==> src/rtl/clock_hms_pkg.sv <==
// Shared types and limits for the hh:mm:ss time-of-day stage.
package clock_hms_pkg;

    localparam int unsigned BCD2_W = 8;
    localparam int unsigned MS_W   = 12;

    typedef enum logic [1:0] {
        ST_RUN   = 2'b00,
        ST_SET_H = 2'b01,
        ST_SET_M = 2'b10
    } set_state_e;

    localparam logic [BCD2_W-1:0] SEC_MAX = 8'h59;
    localparam logic [BCD2_W-1:0] MIN_MAX = 8'h59;
    localparam logic [BCD2_W-1:0] HR_MAX  = 8'h23;

    // Two-digit BCD increment; wraps to 00 after max, each digit wraps 9 -> 0.
    function automatic logic [BCD2_W-1:0] bcd2_inc(input logic [BCD2_W-1:0] v,
                                                   input logic [BCD2_W-1:0] max);
        logic [3:0] lo;
        logic [3:0] hi;
        lo = v[3:0];
        hi = v[7:4];
        if (v == max) begin
            lo = 4'd0;
            hi = 4'd0;
        end else if (lo >= 4'd9) begin
            lo = 4'd0;
            hi = (hi >= 4'd9) ? 4'd0 : hi + 4'd1;
        end else begin
            lo = lo + 4'd1;
        end
        return {hi, lo};
    endfunction

endpackage

==> src/rtl/clock_hms_bcd2_counter.sv <==
// Two-digit BCD counter with clear, load and a carry pulse on wrap from MAX.
module bcd2_counter
    import clock_hms_pkg::*;
#(
    parameter logic [BCD2_W-1:0] MAX     = 8'h59,
    parameter logic [BCD2_W-1:0] RST_VAL = 8'h00
) (
    input  logic              clk,
    input  logic              reset,
    input  logic              inc,
    input  logic              clr,
    input  logic              load,
    input  logic [BCD2_W-1:0] load_value,
    output logic [BCD2_W-1:0] value,
    output logic              carry_c
);

    // Carry reflects the increment even when clr wins, so a wrap still ripples upward.
    assign carry_c = inc && (value == MAX);

    always_ff @(posedge clk) begin
        if (!reset) begin
            value <= RST_VAL;
        end else if (clr) begin
            value <= '0;
        end else if (load) begin
            value <= load_value;
        end else if (inc) begin
            value <= bcd2_inc(value, MAX);
        end
    end

endmodule

==> src/rtl/clock_hms.sv <==
// 24-hour BCD time-of-day keeper with a two-button hour/minute setting FSM.
module clock_hms
    import clock_hms_pkg::*;
#(
    parameter logic [BCD2_W-1:0] INIT_HH = 8'h12,
    parameter logic [BCD2_W-1:0] INIT_MM = 8'h00
) (
    input  logic              clk,
    input  logic              reset,
    input  logic              sec_tick,
    input  logic [MS_W-1:0]   ms_bcd,
    input  logic              btn_mode,
    input  logic              btn_inc,
    output logic [BCD2_W-1:0] hh_bcd,
    output logic [BCD2_W-1:0] mm_bcd,
    output logic [BCD2_W-1:0] ss_bcd,
    output logic [1:0]        set_state,
    output logic              blank,
    output logic              day_tick
);

    set_state_e state_q;
    set_state_e state_d;

    logic mode_prev;
    logic inc_prev;
    logic mode_ev_c;
    logic inc_ev_c;

    logic run_c;
    logic ss_clr_c;
    logic hh_edit_c;
    logic mm_edit_c;

    logic ss_inc_c;
    logic mm_inc_c;
    logic hh_inc_c;
    logic ss_carry_c;
    logic mm_carry_c;
    logic hh_carry_c;

    logic unused_ms_low;
    assign unused_ms_low = ^ms_bcd[7:0];

    // Prev registers reset high so a button held through reset never fires.
    always_ff @(posedge clk) begin
        if (!reset) begin
            mode_prev <= 1'b1;
            inc_prev  <= 1'b1;
        end else begin
            mode_prev <= btn_mode;
            inc_prev  <= btn_inc;
        end
    end

    assign mode_ev_c = btn_mode & ~mode_prev;
    assign inc_ev_c  = btn_inc  & ~inc_prev;

    always_ff @(posedge clk) begin
        if (!reset) begin
            state_q <= ST_RUN;
        end else begin
            state_q <= state_d;
        end
    end

    // Next state and per-state enables; a mode event always swallows a coincident inc.
    always_comb begin
        state_d   = state_q;
        run_c     = 1'b0;
        ss_clr_c  = 1'b0;
        hh_edit_c = 1'b0;
        mm_edit_c = 1'b0;
        unique case (state_q)
            ST_RUN: begin
                run_c = 1'b1;
                if (mode_ev_c) begin
                    state_d  = ST_SET_H;
                    ss_clr_c = 1'b1;
                end
            end
            ST_SET_H: begin
                ss_clr_c = 1'b1;
                if (mode_ev_c) begin
                    state_d = ST_SET_M;
                end else begin
                    hh_edit_c = inc_ev_c;
                end
            end
            ST_SET_M: begin
                ss_clr_c = 1'b1;
                if (mode_ev_c) begin
                    state_d = ST_RUN;
                end else begin
                    mm_edit_c = inc_ev_c;
                end
            end
            default: begin
                state_d  = ST_RUN;
                ss_clr_c = 1'b1;
            end
        endcase
    end

    // Carries only ripple while running; edits never carry upward.
    assign ss_inc_c = run_c & sec_tick;
    assign mm_inc_c = (run_c & ss_carry_c) | mm_edit_c;
    assign hh_inc_c = (run_c & mm_carry_c) | hh_edit_c;

    bcd2_counter #(
        .MAX     (SEC_MAX),
        .RST_VAL (8'h00)
    ) u_ss (
        .clk        (clk),
        .reset      (reset),
        .inc        (ss_inc_c),
        .clr        (ss_clr_c),
        .load       (1'b0),
        .load_value (8'h00),
        .value      (ss_bcd),
        .carry_c    (ss_carry_c)
    );

    bcd2_counter #(
        .MAX     (MIN_MAX),
        .RST_VAL (INIT_MM)
    ) u_mm (
        .clk        (clk),
        .reset      (reset),
        .inc        (mm_inc_c),
        .clr        (1'b0),
        .load       (1'b0),
        .load_value (8'h00),
        .value      (mm_bcd),
        .carry_c    (mm_carry_c)
    );

    bcd2_counter #(
        .MAX     (HR_MAX),
        .RST_VAL (INIT_HH)
    ) u_hh (
        .clk        (clk),
        .reset      (reset),
        .inc        (hh_inc_c),
        .clr        (1'b0),
        .load       (1'b0),
        .load_value (8'h00),
        .value      (hh_bcd),
        .carry_c    (hh_carry_c)
    );

    assign set_state = state_q;

    // Blink the edited field during the upper half of each second.
    always_ff @(posedge clk) begin
        if (!reset) begin
            blank    <= 1'b0;
            day_tick <= 1'b0;
        end else begin
            blank    <= (state_q != ST_RUN) && (ms_bcd[11:8] >= 4'd5);
            day_tick <= run_c & hh_carry_c;
        end
    end

endmodule

==> config.mk <==
export PLATFORM = sky130hd
export DESIGN_NAME = clock_hms
export DESIGN_NICKNAME = d
export VERILOG_FILES = /design/src/rtl/clock_hms_pkg.sv /design/src/rtl/clock_hms_bcd2_counter.sv /design/src/rtl/clock_hms.sv
export SDC_FILE = /design/constraint.sdc
export NUM_CORES = 1
export LEC_CHECK = 0
export ABC_AREA = 1
export BUFFER_PORTS_ARGS = -buffer_cell sky130_fd_sc_hd__clkbuf_2
export CAP_MARGIN = 0
export CORE_MARGIN = 3
export CORE_UTILIZATION = 45
export DETAILED_ROUTE_END_ITERATION = 10
export GPL_ROUTABILITY_DRIVEN = 0
export GPL_TIMING_DRIVEN = 0
export PLACE_DENSITY_LB_ADDON = 0.12
export SYNTH_ARGS = -nofsm -noshare
export SYNTH_HDL_FRONTEND = slang
export SYNTH_SLANG_ARGS = --single-unit
==> constraint.sdc <==
create_clock -name clk -period 4.4 [get_ports clk]
set_input_delay 0.66 -clock clk [delete_from_list [all_inputs] [get_ports clk]]
set_output_delay 0.66 -clock clk [all_outputs]
set_load 0.05 [all_outputs]
---- Yosys cells after proc, flatten, opt, wreduce, memory -nomap -nowiden ----
Cells that the tools add are included.
cells by class
  add/subtract/negate cells ............... 6
  order comparisons ....................... 7
  mux-type cells .......................... 25
  equality and inequality tests ........... 8
  reductions and logical operators ........ 14
  bitwise operators ....................... 11
operators by type and width
  operator                                                           number
  2-to-1 mux 4 bit                                                   15
  adder 4 x 1 -> 4 bit, second input constant                        6
  greater-or-equal comparator 4 bit, second input constant           6
  equality test 8 x 7 -> 1 bit, second input constant                2
  equality test 8 x 6 -> 1 bit, second input constant                1
  nonzero test 2 bit                                                 4
  bitwise AND 1 bit                                                  6
  2-to-1 mux 1 bit                                                   6
  2-to-1 mux 2 bit                                                   3
  inequality test 2 bit, second input constant                       3
  one-hot mux 2 bit (3 select lines)                                 1
  AND reduction 2 bit                                                3
  greater-or-equal comparator 4 x 3 -> 1 bit, second input constant  1
  logical AND 1 bit                                                  4
  inverter 1 bit                                                     3
  AND reduction 3 bit                                                1
  equality test 2 x 1 -> 1 bit, second input constant                1
  equality test 2 bit, second input constant                         1
  logical NOT 2 bit                                                  1
  bitwise OR 1 bit                                                   2
  OR reduction 2 bit                                                 1
word-level totals
  input bits .............................. 17
  output and inout port bits .............. 28
  register bits after elaboration ......... 30

---- Depth between registers and ports, before layout ----
  depth after elaboration ................. 11
  depth in mapped cells ................... 12
  mapped depth without buffers ............ 12

---- Modules after synthesis ----
Synthesis repeated with hierarchy kept, for this count alone.
second synthesis, totals
  cell total of the unflattened synthesis .. 333
  area total of the unflattened synthesis .. 2297.2 um2
by module, submodules not included
  module                   area an instance (um2)  seq. area each (um2)  cells each  times used
  bcd2_counter (u_mm ...)  675.6                   160.2                 93          2
  bcd2_counter (u_hh)      655.6                   160.2                 100         1
  clock_hms                290.3                   120.1                 47          1

---- Least setup slack after synthesis ----
Ideal clock, no wire load.
  path type ............................... flip-flop to flip-flop
  start point ............................. reg u_ss.value[0]
  end point ............................... reg u_hh.value[6]
  data arrival time ....................... 1751 ps
  data required time ...................... 4283 ps
  period minus slack after synthesis ...... 1868 ps
  setup time .............................. 117 ps
  cell stages (with the launch flop) ...... 12
  path slack .............................. 2532 ps
  cells stage by stage .................... dfxtp_1 -> ha_1 -> nand3_1 -> nor2_1 -> nand2_2 -> nand2_4 -> nand2_2 -> nand2_2 -> buf_6 -> nand3_1 -> nand2_1 -> nor2_1
between the ends
  word-level cells in the longest chain between the ends .. 8
ends and longest elaborated chain
  item                                  RTL line                      RTL
  from (decl)                           clock_hms_bcd2_counter.sv:14  output logic [BCD2_W-1:0] value,
  from (signal assigned)                clock_hms_bcd2_counter.sv:27  value <= load_value;
  from (signal assigned)                clock_hms_bcd2_counter.sv:29  value <= bcd2_inc(value, MAX);
  equality test 8 x 7 -> 1 bit          clock_hms_bcd2_counter.sv:19  assign carry_c = inc && (value == MAX);
  logical AND 1 bit                     clock_hms_bcd2_counter.sv:19
  bitwise AND 1 bit                     clock_hms.sv:107              assign mm_inc_c = (run_c & ss_carry_c) | mm_edit_c;
  bitwise OR 1 bit                      clock_hms.sv:107
  logical AND 1 bit                     clock_hms_bcd2_counter.sv:19
  bitwise AND 1 bit                     clock_hms.sv:108              assign hh_inc_c = (run_c & mm_carry_c) | hh_edit_c;
  bitwise OR 1 bit                      clock_hms.sv:108
  AND reduction 2 bit (no source line)  --
  to (signal assigned)                  clock_hms_bcd2_counter.sv:27
  to (signal assigned)                  clock_hms_bcd2_counter.sv:29
  to (decl)                             clock_hms_bcd2_counter.sv:14
Every way passes these cells.
A chain may end at the register's enable or synchronous reset.

---- Worst setup path after layout ----
  start point ............................. reg u_hh.value[2]
  end point ............................... out hh_bcd[2]
RTL lines
  item       RTL line         RTL
  to (decl)  clock_hms.sv:14  output logic [BCD2_W-1:0] hh_bcd,
No word-level cell between the ends.

==> flow_summary.yaml <==
global_route:
  first_global_vias: 1363
  grt_pass1_wl_um: 5960
  grt_max_degree: 11
  gr-total-overflow: 0
  antenna_found_initial: 0
  grt_use_total: 0.173
die:
  core_area_um2: 3490
  die-area_um2: 4590
  dieHeight_um: 67.7
  die_w_um: 67.7
  start_util: 0.491
  rows: 21
  io_pins: 45
sta:
  fin_hold_ws_ns: 0.489
  maxSlewHeadroom: 0.697
  finalHoldViolations: 0
  rsz0062_at_grt: "no"
  slew_viol_final: 0
  finalSetupTns_ns: 0
  period_minus_slack_ns: 1.71
  clock_skew_ns: 0.00267
  min_period_over_period: 0.388
  timing.fmax_mhz: 586
  setup_viol: 0
  tightest_slew_ns: 0.455
yosys:
  netlist.area_leader.share: 0.350
  synth_commonest_cells: "nand2_1 (44), inv_1 (34), nor2_1 (31)"
  ys.flop_type: "dfxtp_1"
  yosys-top-cells-area: "dfxtp_1 (35%), ha_1 (14%), nand2_1 (9.6%)"
  synth_edf_count: 0
  synth.most_common_cell: "nand2_1"
  synth-async-reset-ratio: 0
  synth_top_cell_by_area: "dfxtp_1"
  netlist_instances: 233
  yosysSeqAreaShare: 0.350
  syn_nets: 269
  synth.avg_cell_area_um2: 7.36
  synth.ff_latch_count: 30
  synth_cell_types: 29
  synth_warnings: 0
  syn_area_um2: 1720
cts:
  cts_buffer_depth: 2
  numCtsBuffers: 5
  post_cts_buffers: 0
  cts_resized: 0
  clockRootBuffer: "clkbuf_8"
  clock_sinks: 30
  postCtsHoldBufs: 0
  cts_tree: "yes"
  clkTransAtPathRegs_ns: 0.06
  worst_skew_pair.late_latency_ns: 0.28
  htree_num_levels: 2
cells_and_area:
  fillerInstances: 350
  fin_cells: 321
  syn_to_final_growth_pct: 18.7
  diodes: 0
  final_util: 0.583
  final_nets: 312
  drive_above_1_share: 0.211
worst_setup_path:
  critPathKind: "flip-flop to output pin"
  critPathSlowestCell: "dfxtp_1"
  cp.arrival_ns: 1.05
  cp_max_fo: 6
  cp-start-kind: "flip-flop"
  cp_cell_sequence: "clkbuf_2"
  critPathBufInv: 1
  end_kind: "output pin"
  crit_family: "flip-flops"
  crit_path_max_incr_delay_ns: 0.44
  required_ns: 3.74
flow_run:
  drv_cap: 0
route:
  vias: 1525
  routed_wl_um: 3330
  drc_errors: 0
  vias_per_cell: 4.75
  drt_iter0_drc: 144
  routedWlPerCell_um: 10.4
  detail_route.first_pass.iterations: 4
  ant_nets: 0
status:
  status: "complete, no violations"
pwr:
  power_density_nw_per_um2: 269
  p_leak_nw: 1.00
  irDropWorstVdd_uv: 180
placement:
  place_inst: 315
  portBuffers: 36
  place_hpwl_um: 2540
worst_hold_path:
  hold_path_class: "flip-flop to flip-flop"
## state kept, by name, indices dropped and copies added, names as in the netlist
name,count
u_ss.value,8
set_state,2
day_tick,1
u_hh.value,8
u_mm.value,8
blank,1
inc_prev,1
mode_prev,1
## cells by family (layout without fill, tap and decap cells)
logic type	after synthesis	after routing	share of synthesized area
compound gates	31	31	0.101
xor+xnor	5	5	0.0255
fa+ha+maj	19	19	0.139
buf+inv	38	80	0.0882
flops	30	30	0.350
simple gates	110	110	0.296
## per-stage QoR
stage	instance area, um^2	power [W]	worst slack, ns
floorplan	1720	0.000323	2.53
global placement	1950	0.000337	2.64
detailed placement	1950	0.000337	2.64
CTS	2040	0.000557	2.68
global route	2040	0.000577	2.57
finish	2040	0.000548	2.69
## metal layers
layer	vias to the layer above	share of wire	global-route usage
li1	831	-	-
met1	657	0.51	0.236
met2	31	0.41	0.241
met3	6	0.062	0.0616
met4	0	0.019	0.0785
met5	-	0	0
## path summary, 6_finish.rpt
path,from,end,slack (ns),cells past startpoint
worst max-delay path,u_hh.value[2],hh_bcd[2],2.69,1
worst min-delay path,u_ss.value[7],u_ss.value[7],0.49,2
worst max register to register,u_ss.value[0],u_hh.value[5],2.76,11
worst min register to register,u_ss.value[7],u_ss.value[7],0.49,2
## power by group
| group | switching [W] | leakage [nW] | internal, W | total, W |
|---|---|---|---|---|
| sequential | 0.00000441 | 0.243 | 0.000276 | 0.000281 |
| combinational | 0.0000353 | 0.716 | 0.0000150 | 0.0000503 |
| clock | 0.0000970 | 0.0431 | 0.000120 | 0.000217 |
| total | 0.000137 | 1.00 | 0.000412 | 0.000548 |
## cells in the final DEF, fill, tap and decap left out, types with 5 or more instances in the layout
master	count
a21oi_1	15
dfxtp_1	30
clkbuf_8	6
inv_1	34
nand2_1	44
xor2_1	5
ha_1	19
nand3_1	14
nor2_1	31
clkbuf_2	36
o21ai_0	8
## final cells by class
cell class	instances	area, um^2	share of cell area
Buffer	2	15.0	0.00738
Clock buffer	6	82.6	0.0406
Inverter	36	136	0.0670
Multi-Input combinational cell	165	963	0.473
Sequential cell	30	601	0.295
Tap cell	46	57.6	0.0283
Timing Repair Buffer	36	180	0.0885
(Power assumes the default switching activity.)
